--- src/rtl/nexys_starship_spawner.sv ---
// Spawn-request generator feeding the four monster state machines.
// An LFSR picks a direction, occupied directions are skipped, and the spawn interval shrinks as the game goes on.
module nexys_starship_spawner #(
    parameter logic [15:0] LFSR_SEED     = 16'hACE1,
    parameter int          INIT_INTERVAL = 8,
    parameter int          MIN_INTERVAL  = 2,
    parameter int          RAMP_PERIOD   = 16
) (
    input  logic       timer_clk,
    input  logic       Reset,
    input  logic       play_flag,
    input  logic       gameover_ctrl,
    input  logic [3:0] occupied,
    output logic [3:0] spawn_random,
    output logic [7:0] spawn_count,
    output logic [3:0] cur_interval,
    output logic       q_Idle,
    output logic       q_Run,
    output logic       q_Over
);

    // An all-zero seed would lock the LFSR, so it is swapped for the default.
    localparam logic [15:0] SEED      = (LFSR_SEED == 16'h0000) ? 16'hACE1 : LFSR_SEED;
    localparam logic [3:0]  INIT_IV   = 4'(INIT_INTERVAL);
    localparam logic [3:0]  MIN_IV    = 4'(MIN_INTERVAL);
    localparam logic [7:0]  RAMP_LAST = 8'(RAMP_PERIOD - 1);

    typedef enum logic [1:0] {
        S_IDLE = 2'b00,
        S_RUN  = 2'b01,
        S_OVER = 2'b10
    } state_t;

    state_t      state, state_n;
    logic [15:0] lfsr, lfsr_n;
    logic [3:0]  countdown, countdown_n;
    logic [3:0]  cur_interval_n;
    logic [7:0]  ramp_cnt, ramp_cnt_n;
    logic [7:0]  spawn_count_n;
    logic [3:0]  spawn_random_n;
    logic [4:0]  pick;

    // Returns {hit, one-hot} for the first free direction starting at d and wrapping.
    function automatic logic [4:0] pick_free(input logic [1:0] d, input logic [3:0] occ);
        logic [1:0] idx;
        logic [4:0] res;
        res = 5'b0;
        for (int k = 3; k >= 0; k--) begin
            idx = d + 2'(k);
            if (!occ[idx]) res = {1'b1, 4'b0001 << idx};
        end
        return res;
    endfunction

    assign pick = pick_free(lfsr[1:0], occupied);

    always_comb begin
        // NOTE: every next-state value gets a default first, so no path can leave one unassigned and infer a latch.
        state_n        = state;
        lfsr_n         = {lfsr[14:0], lfsr[15] ^ lfsr[13] ^ lfsr[12] ^ lfsr[10]};
        countdown_n    = countdown;
        cur_interval_n = cur_interval;
        ramp_cnt_n     = ramp_cnt;
        spawn_count_n  = spawn_count;
        spawn_random_n = 4'b0000;

        case (state)
            S_IDLE: begin
                if (play_flag) begin
                    state_n        = S_RUN;
                    countdown_n    = INIT_IV;
                    cur_interval_n = INIT_IV;
                    ramp_cnt_n     = 8'd0;
                    spawn_count_n  = 8'd0;
                end
            end
            S_RUN: begin
                if (gameover_ctrl) begin
                    state_n = S_OVER;
                end else if (countdown != 4'd0) begin
                    countdown_n = countdown - 4'd1;
                end else if (pick[4]) begin
                    spawn_random_n = pick[3:0];
                    spawn_count_n  = (spawn_count == 8'hFF) ? spawn_count : spawn_count + 8'd1;
                    // Reload uses the interval in force before any ramp step on this edge.
                    countdown_n    = cur_interval - 4'd1;
                    if (ramp_cnt == RAMP_LAST) begin
                        ramp_cnt_n = 8'd0;
                        if (cur_interval > MIN_IV) cur_interval_n = cur_interval - 4'd1;
                    end else begin
                        ramp_cnt_n = ramp_cnt + 8'd1;
                    end
                end
            end
            S_OVER: begin
                if (!gameover_ctrl && !play_flag) state_n = S_IDLE;
            end
            default: state_n = S_IDLE;
        endcase
    end

    // NOTE: state registers use non-blocking assignments so every flop samples pre-edge values.
    always_ff @(posedge timer_clk or posedge Reset) begin
        if (Reset) begin
            state        <= S_IDLE;
            lfsr         <= SEED;
            countdown    <= INIT_IV;
            cur_interval <= INIT_IV;
            ramp_cnt     <= 8'd0;
            spawn_count  <= 8'd0;
            spawn_random <= 4'b0000;
        end else begin
            state        <= state_n;
            lfsr         <= lfsr_n;
            countdown    <= countdown_n;
            cur_interval <= cur_interval_n;
            ramp_cnt     <= ramp_cnt_n;
            spawn_count  <= spawn_count_n;
            spawn_random <= spawn_random_n;
        end
    end

    assign q_Idle = (state == S_IDLE);
    assign q_Run  = (state == S_RUN);
    assign q_Over = (state == S_OVER);

endmodule

--- config.mk ---
export PLATFORM = sky130hd
export DESIGN_NAME = nexys_starship_spawner
export DESIGN_NICKNAME = d
export VERILOG_FILES = /design/src/rtl/nexys_starship_spawner.sv
export SDC_FILE = /design/constraint.sdc
export NUM_CORES = 1
export LEC_CHECK = 0
export BUFFER_PORTS_ARGS = -buffer_cell sky130_fd_sc_hd__buf_2
export CORE_MARGIN = 3
export CORE_UTILIZATION = 44
export DETAILED_ROUTE_END_ITERATION = 12
export PLACE_DENSITY = 0.67
export SLEW_MARGIN = 15
export SYNTH_ARGS = -nofsm -noshare
export SYNTH_HDL_FRONTEND = slang
export SYNTH_SLANG_ARGS = --single-unit
--- constraint.sdc ---
create_clock -name timer_clk -period 2.45 [get_ports timer_clk]
set_clock_uncertainty 0.05 [all_clocks]
set_input_delay 0.1225 -clock timer_clk [delete_from_list [all_inputs] [get_ports timer_clk]]
set_output_delay 0.1225 -clock timer_clk [all_outputs]
set_load 0.1 [all_outputs]
* Yosys cells after proc, flatten, opt, wreduce, memory -nomap -nowiden
Index checks and enable logic that the tools add are counted. W data, S select, Z words.
Operators by class: add/subtract/negate cells 7, magnitude comparators 5, equality and inequality tests 14, shifts and indexed selects 4, mux-type cells 42, bitwise gates (word level) 3, reductions and logical operators 11
Operators by type and width (number):
- $mux W8 | 9
- $mux W4 | 13
- $pmux W8 S2 | 2
- $mux W5 | 4
- $add A8 B1 Y8 const B | 2
- $pmux W4 S2 | 2
- $shl A1 B2 Y4 const A | 4
- $lt A2 B3 Y1 const B | 4
- $ne A2 B2 Y1 const B | 5
- $bmux W1 S2 | 4
- $eq A8 B4 Y1 const B | 1
- $eq A8 B8 Y1 const B | 1
- $ne A2 B1 Y1 const B | 4
- $sub A4 B1 Y4 const B | 2
- $reduce_and A7 Y1 | 1
- $mux W2 | 3
- $pmux W2 S3 | 1
- $reduce_and A6 Y1 | 1
- $reduce_and A5 Y1 | 1
- $add A2 B2 Y2 const B | 2
- $gt A4 B2 Y1 const B | 1
- $mux W1 | 4
- $reduce_and A4 Y1 | 1
- $reduce_bool A4 Y1 | 1
- 10 further kinds | 13
Storage, ports and cells: flip-flop bits (word level) 46, output and inout port bits 19

* Depth between registers and ports, before layout
depth in word-level cells 11, mapped depth 7, mapped depth without buffers 6

* Worst setup path before layout
Ideal clock, no wire load.
path type flip-flop to flip-flop, start reg state[1], end reg cur_interval[1], library setup time 0.133 ns, arrival 2.356 ns, data required time 2.267 ns, setup slack -0.089 ns, cell stages (with the launch flop) 7, clock period less this slack 2.539 ns, cell sequence dfrtp_1 -> buf_2 -> nor2_1 -> nand2_1 -> clkbuf_1 -> nand2_1 -> mux2i_1
On the way: cells in the longest elaborated chain, start to end 3
Ends and longest elaborated chain:
- start: declaration | line 34 | state_t state, state_n;
- start signal: assignment | line 113 | state <= state_n;
- $logic_not A2 Y1 *
- net q_Idle | line 17 | output logic q_Idle,
- $ne A2 B2 Y1 (no source line) or $reduce_bool A2 Y1 (tied branches)
- $reduce_and A7 Y1 (no source line)
- end signal: assignment | line 116 | cur_interval <= cur_interval_n;
- end: declaration | line 16 | output logic [3:0] cur_interval,
The timed path passes the listed nets; every way through them passes the cells marked *. A chain may end at the register's enable or synchronous reset.

* Worst setup path after layout
start reg countdown[0], end reg ramp_cnt[6]
On the way: cells in the longest elaborated chain, start to end 3
Ends and longest elaborated chain:
- start: declaration | line 36 | logic [3:0] countdown, countdown_n;
- start signal: assignment | line 115 | countdown <= countdown_n;
- $reduce_bool A4 Y1 | line 80 | end else if (countdown != 4'd0) begin
- $ne A2 B2 Y1 (no source line)
- $reduce_and A5 Y1 (no source line)
- end signal: assignment | line 117 | ramp_cnt <= ramp_cnt_n;
- end: declaration | line 38 | logic [7:0] ramp_cnt, ramp_cnt_n;
No other way between the ends.

==> metrics <==
post-DP HPWL 4060 um; RePlAce Congestion 0.925; endpoints failing hold 0; Startpoint Class flop; gr usage total 0.168; register area share after synthesis 0.440; crit path cell chain inv_1 -> ha_1 -> or3b_1 -> a2111oi_4 -> nand2_1 -> o22ai_1; fraction of power consumed by sequential logic 0.347; Async SR Flop Fraction 1.00; 1st-iter DRT viols 128; Antenna diodes 0; main area contributors after synthesis dfrtp_1 (34%), dfstp_2 (9.9%), ha_1 (4.3%); Max VDD drop 0.000954 V; RSZ-0062 raised after global routing false; starting density of the core 0.466; setup bufs post-CTS 0; Synth warnings 0; combinational fraction of design power 0.482; CTS tree built; WP buf/inv 1; # IOs 27; global-route wire length before repair 9520 um; antenna violations before repair 0; Worst Path Required 2.62 ns; layout cells sized above 1 0.247; CP Max Fanout 7; CP endpoint kind flop; port bufs 26; H-tree levels 2; routed length per instance 15.6 um; detailed-route wire length 5690 um; Syn-to-layout area delta 12.3%; number of global-route vias before repair 1888; Place WS 0.164 ns; internal power 1.40 mW; overall die area 0.00697 mm^2; fin worst setup slack 0.185 ns; nets 308; Clk pwr share 0.172; Tmin final 2.26 ns; syn avg cell area 10.2 um^2; post-synth top area cell dfrtp_1; sw power 1.36 mW; predominant post-synthesis flop cell dfrtp_1; final setup violation count 0; Critical Path AT 2.44 ns; largest net degree at the start of global routing 47; Worst path top cell family by delay simple AND/OR/NAND/NOR gates; Design Area, Final 0.00297 mm^2; post-synth net total 277; area share of the largest cell type after synthesis 0.341; Num CTS Buffers 5; Worst Setup Path Type reg -> reg; drt first pass iters 4; Die Ht 83.5 um; setup tns final 0 ns; Reg clk slew, reported paths 0.09 ns; Slew Limit Fails 0; Mapped Cells 260; via-per-instance ratio 5.84; slowest stage delay, CP 0.52 ns; Sw Ratio 0.491; status completed; Slew headroom 0.401; synthesis-stage register bit count 46; Netlist cell types 60; period utilization 0.924; clk buf depth 2; Pwr Density 929 mW/mm^2; Die Wd 83.5 um; Clock Tree Root clkbuf_8; grt total ovfl 0; Worst-Skew Late Latency 0.30 ns; fmax 442 MHz; P_leak 1.26 nW; Crit-path slowest cell or3b_1; final core utilization 0.523; DP Area 0.00286 mm^2; maxcap violations 0; Tightest Pin Transition 0.897 ns; core area 0.00568 mm^2; DRC 0; Post-synth EDFFs 0; Core Rows 27; Hold Path Class in -> reg; post-synth design cell area 0.00264 mm^2; Sink Count 46; Vias 2127; Total Power 2.76 mW; Antenna Nets Post-Route 0
## cells in the final DEF (no fill, tap or decap), types with 3 or more instances in the layout
master / n
a211oi_1: 5
a21oi_1: 7
a221oi_1: 4
a31oi_1: 6
and3_1: 3
buf_2: 26
buf_4: 7
clkbuf_8: 5
dfrtp_1: 36
dfstp_2: 10
ha_1: 9
inv_1: 14
inv_2: 3
mux2i_1: 9
mux4_2: 3
nand2_1: 26
nand2b_1: 7
nand3_1: 8
nand4_1: 4
nor2_1: 20
nor2b_1: 4
nor3_1: 3
nor4_1: 3
nor4b_2: 3
o21ai_0: 3
o21ai_1: 8
o31ai_1: 9
or4_1: 3
## worst register-to-register path: stages (launching register included)
cell and delay [ns]:
dfrtp_1 0.41, inv_1 0.14, ha_1 0.29, or3b_1 0.52
a2111oi_4 0.41, nand2_1 0.17, o22ai_1 0.20
## power groups by stage
stage	logic [mW]	clock network, mW	registers [mW]
2_1_floorplan	0.910	0	1.09
6_report	1.33	0.473	0.956
5_1_grt	1.42	0.531	0.972
3_3_place_gp	1.30	0	0.958
3_5_place_dp	1.31	0	0.963
4_1_cts	1.32	0.490	0.949
## synth_stat cells (all sizes together), types with 2 or more instances
cell / n
a211oi: 5
a21o: 2
a21oi: 9
a221oi: 4
a31oi: 6
and3: 3
buf: 8
clkbuf: 2
dfrtp: 36
dfstp: 10
ha: 9
inv: 17
mux2i: 9
mux4: 3
nand2: 26
nand2b: 7
nand3: 8
nand3b: 2
nand4: 4
nor2: 21
nor2b: 4
nor3: 4
nor3b: 3
nor4: 6
nor4b: 4
o21ai: 11
o21bai: 2
o22ai: 2
o31ai: 10
or4: 3
xnor2: 2
xor2: 2
## what timing repair did
action                     CTS  global route
hold buffers                 1             0
hold endpoints to repair    13             0
setup endpoints to repair    0             3
resized for setup            0             1
## routing by layer
layer | part of all wire | global-route usage | up-vias
met5 | 0 | 0 | -
met4 | 0.027 | 0.0746 | 0
met3 | 0.062 | 0.0326 | 14
met2 | 0.45 | 0.241 | 66
met1 | 0.46 | 0.247 | 1031
li1 | - | - | 1016
## per-stage QoR
stage | hold slack, ns | std cells
after global routing | 0.0121 | 364
after detailed placement | 0.286 | 355
after floorplan | 0.185 | 260
after global placement | 0.283 | 355
after CTS | 0.00194 | 364
final | 0.00867 | 364
## path summary, 6_finish.rpt
kind | to | depth (start not counted) | slack (ns) | from
min reg2reg | lfsr[7]$_DFF_PP1_ | 0 | 0.30 | lfsr[6]$_DFF_PP1_
min in group asynchronous | lfsr[8]$_DFF_PP0_ | 3 | 0.51 | Reset
max in group asynchronous | lfsr[2]$_DFF_PP0_ | 3 | 1.28 | Reset
min | state[1]$_DFFE_PP0P_ | 3 | 0.009 | gameover_ctrl
max | ramp_cnt[6]$_DFFE_PP0P_ | 6 | 0.19 | countdown[0]$_DFFE_PP0P_
max reg2reg | ramp_cnt[6]$_DFFE_PP0P_ | 6 | 0.19 | countdown[0]$_DFFE_PP0P_
## final cells by class
| type | instances | area (um^2) |
|---|---|---|
| Clock buffer | 5 | 68.8 |
| Clock inverter | 3 | 23.8 |
| Fill cell | 516 | 2710 |
| Inverter | 17 | 63.8 |
| Multi-Input combinational cell | 187 | 1370 |
| Sequential cell | 46 | 1160 |
| Tap cell | 72 | 90.1 |
| Timing Repair Buffer | 34 | 193 |
## sequential cells by signal, indices dropped and copies added, names as in the netlist
| signal | count |
|---|---|
| cur_interval | 4 |
| countdown | 4 |
| state | 2 |
| spawn_count | 8 |
| lfsr | 16 |
| spawn_random | 4 |
| ramp_cnt | 8 |
## logic make-up after synthesis
family,Yosys count,share of synthesized area
simple gates,100,0.220
buf+inv,27,0.0469
xor+xnor,4,0.0133
mux,13,0.0639
flops,46,0.440
compound gates,61,0.174
fa+ha+maj,9,0.0426
(Power assumes the default switching activity.)
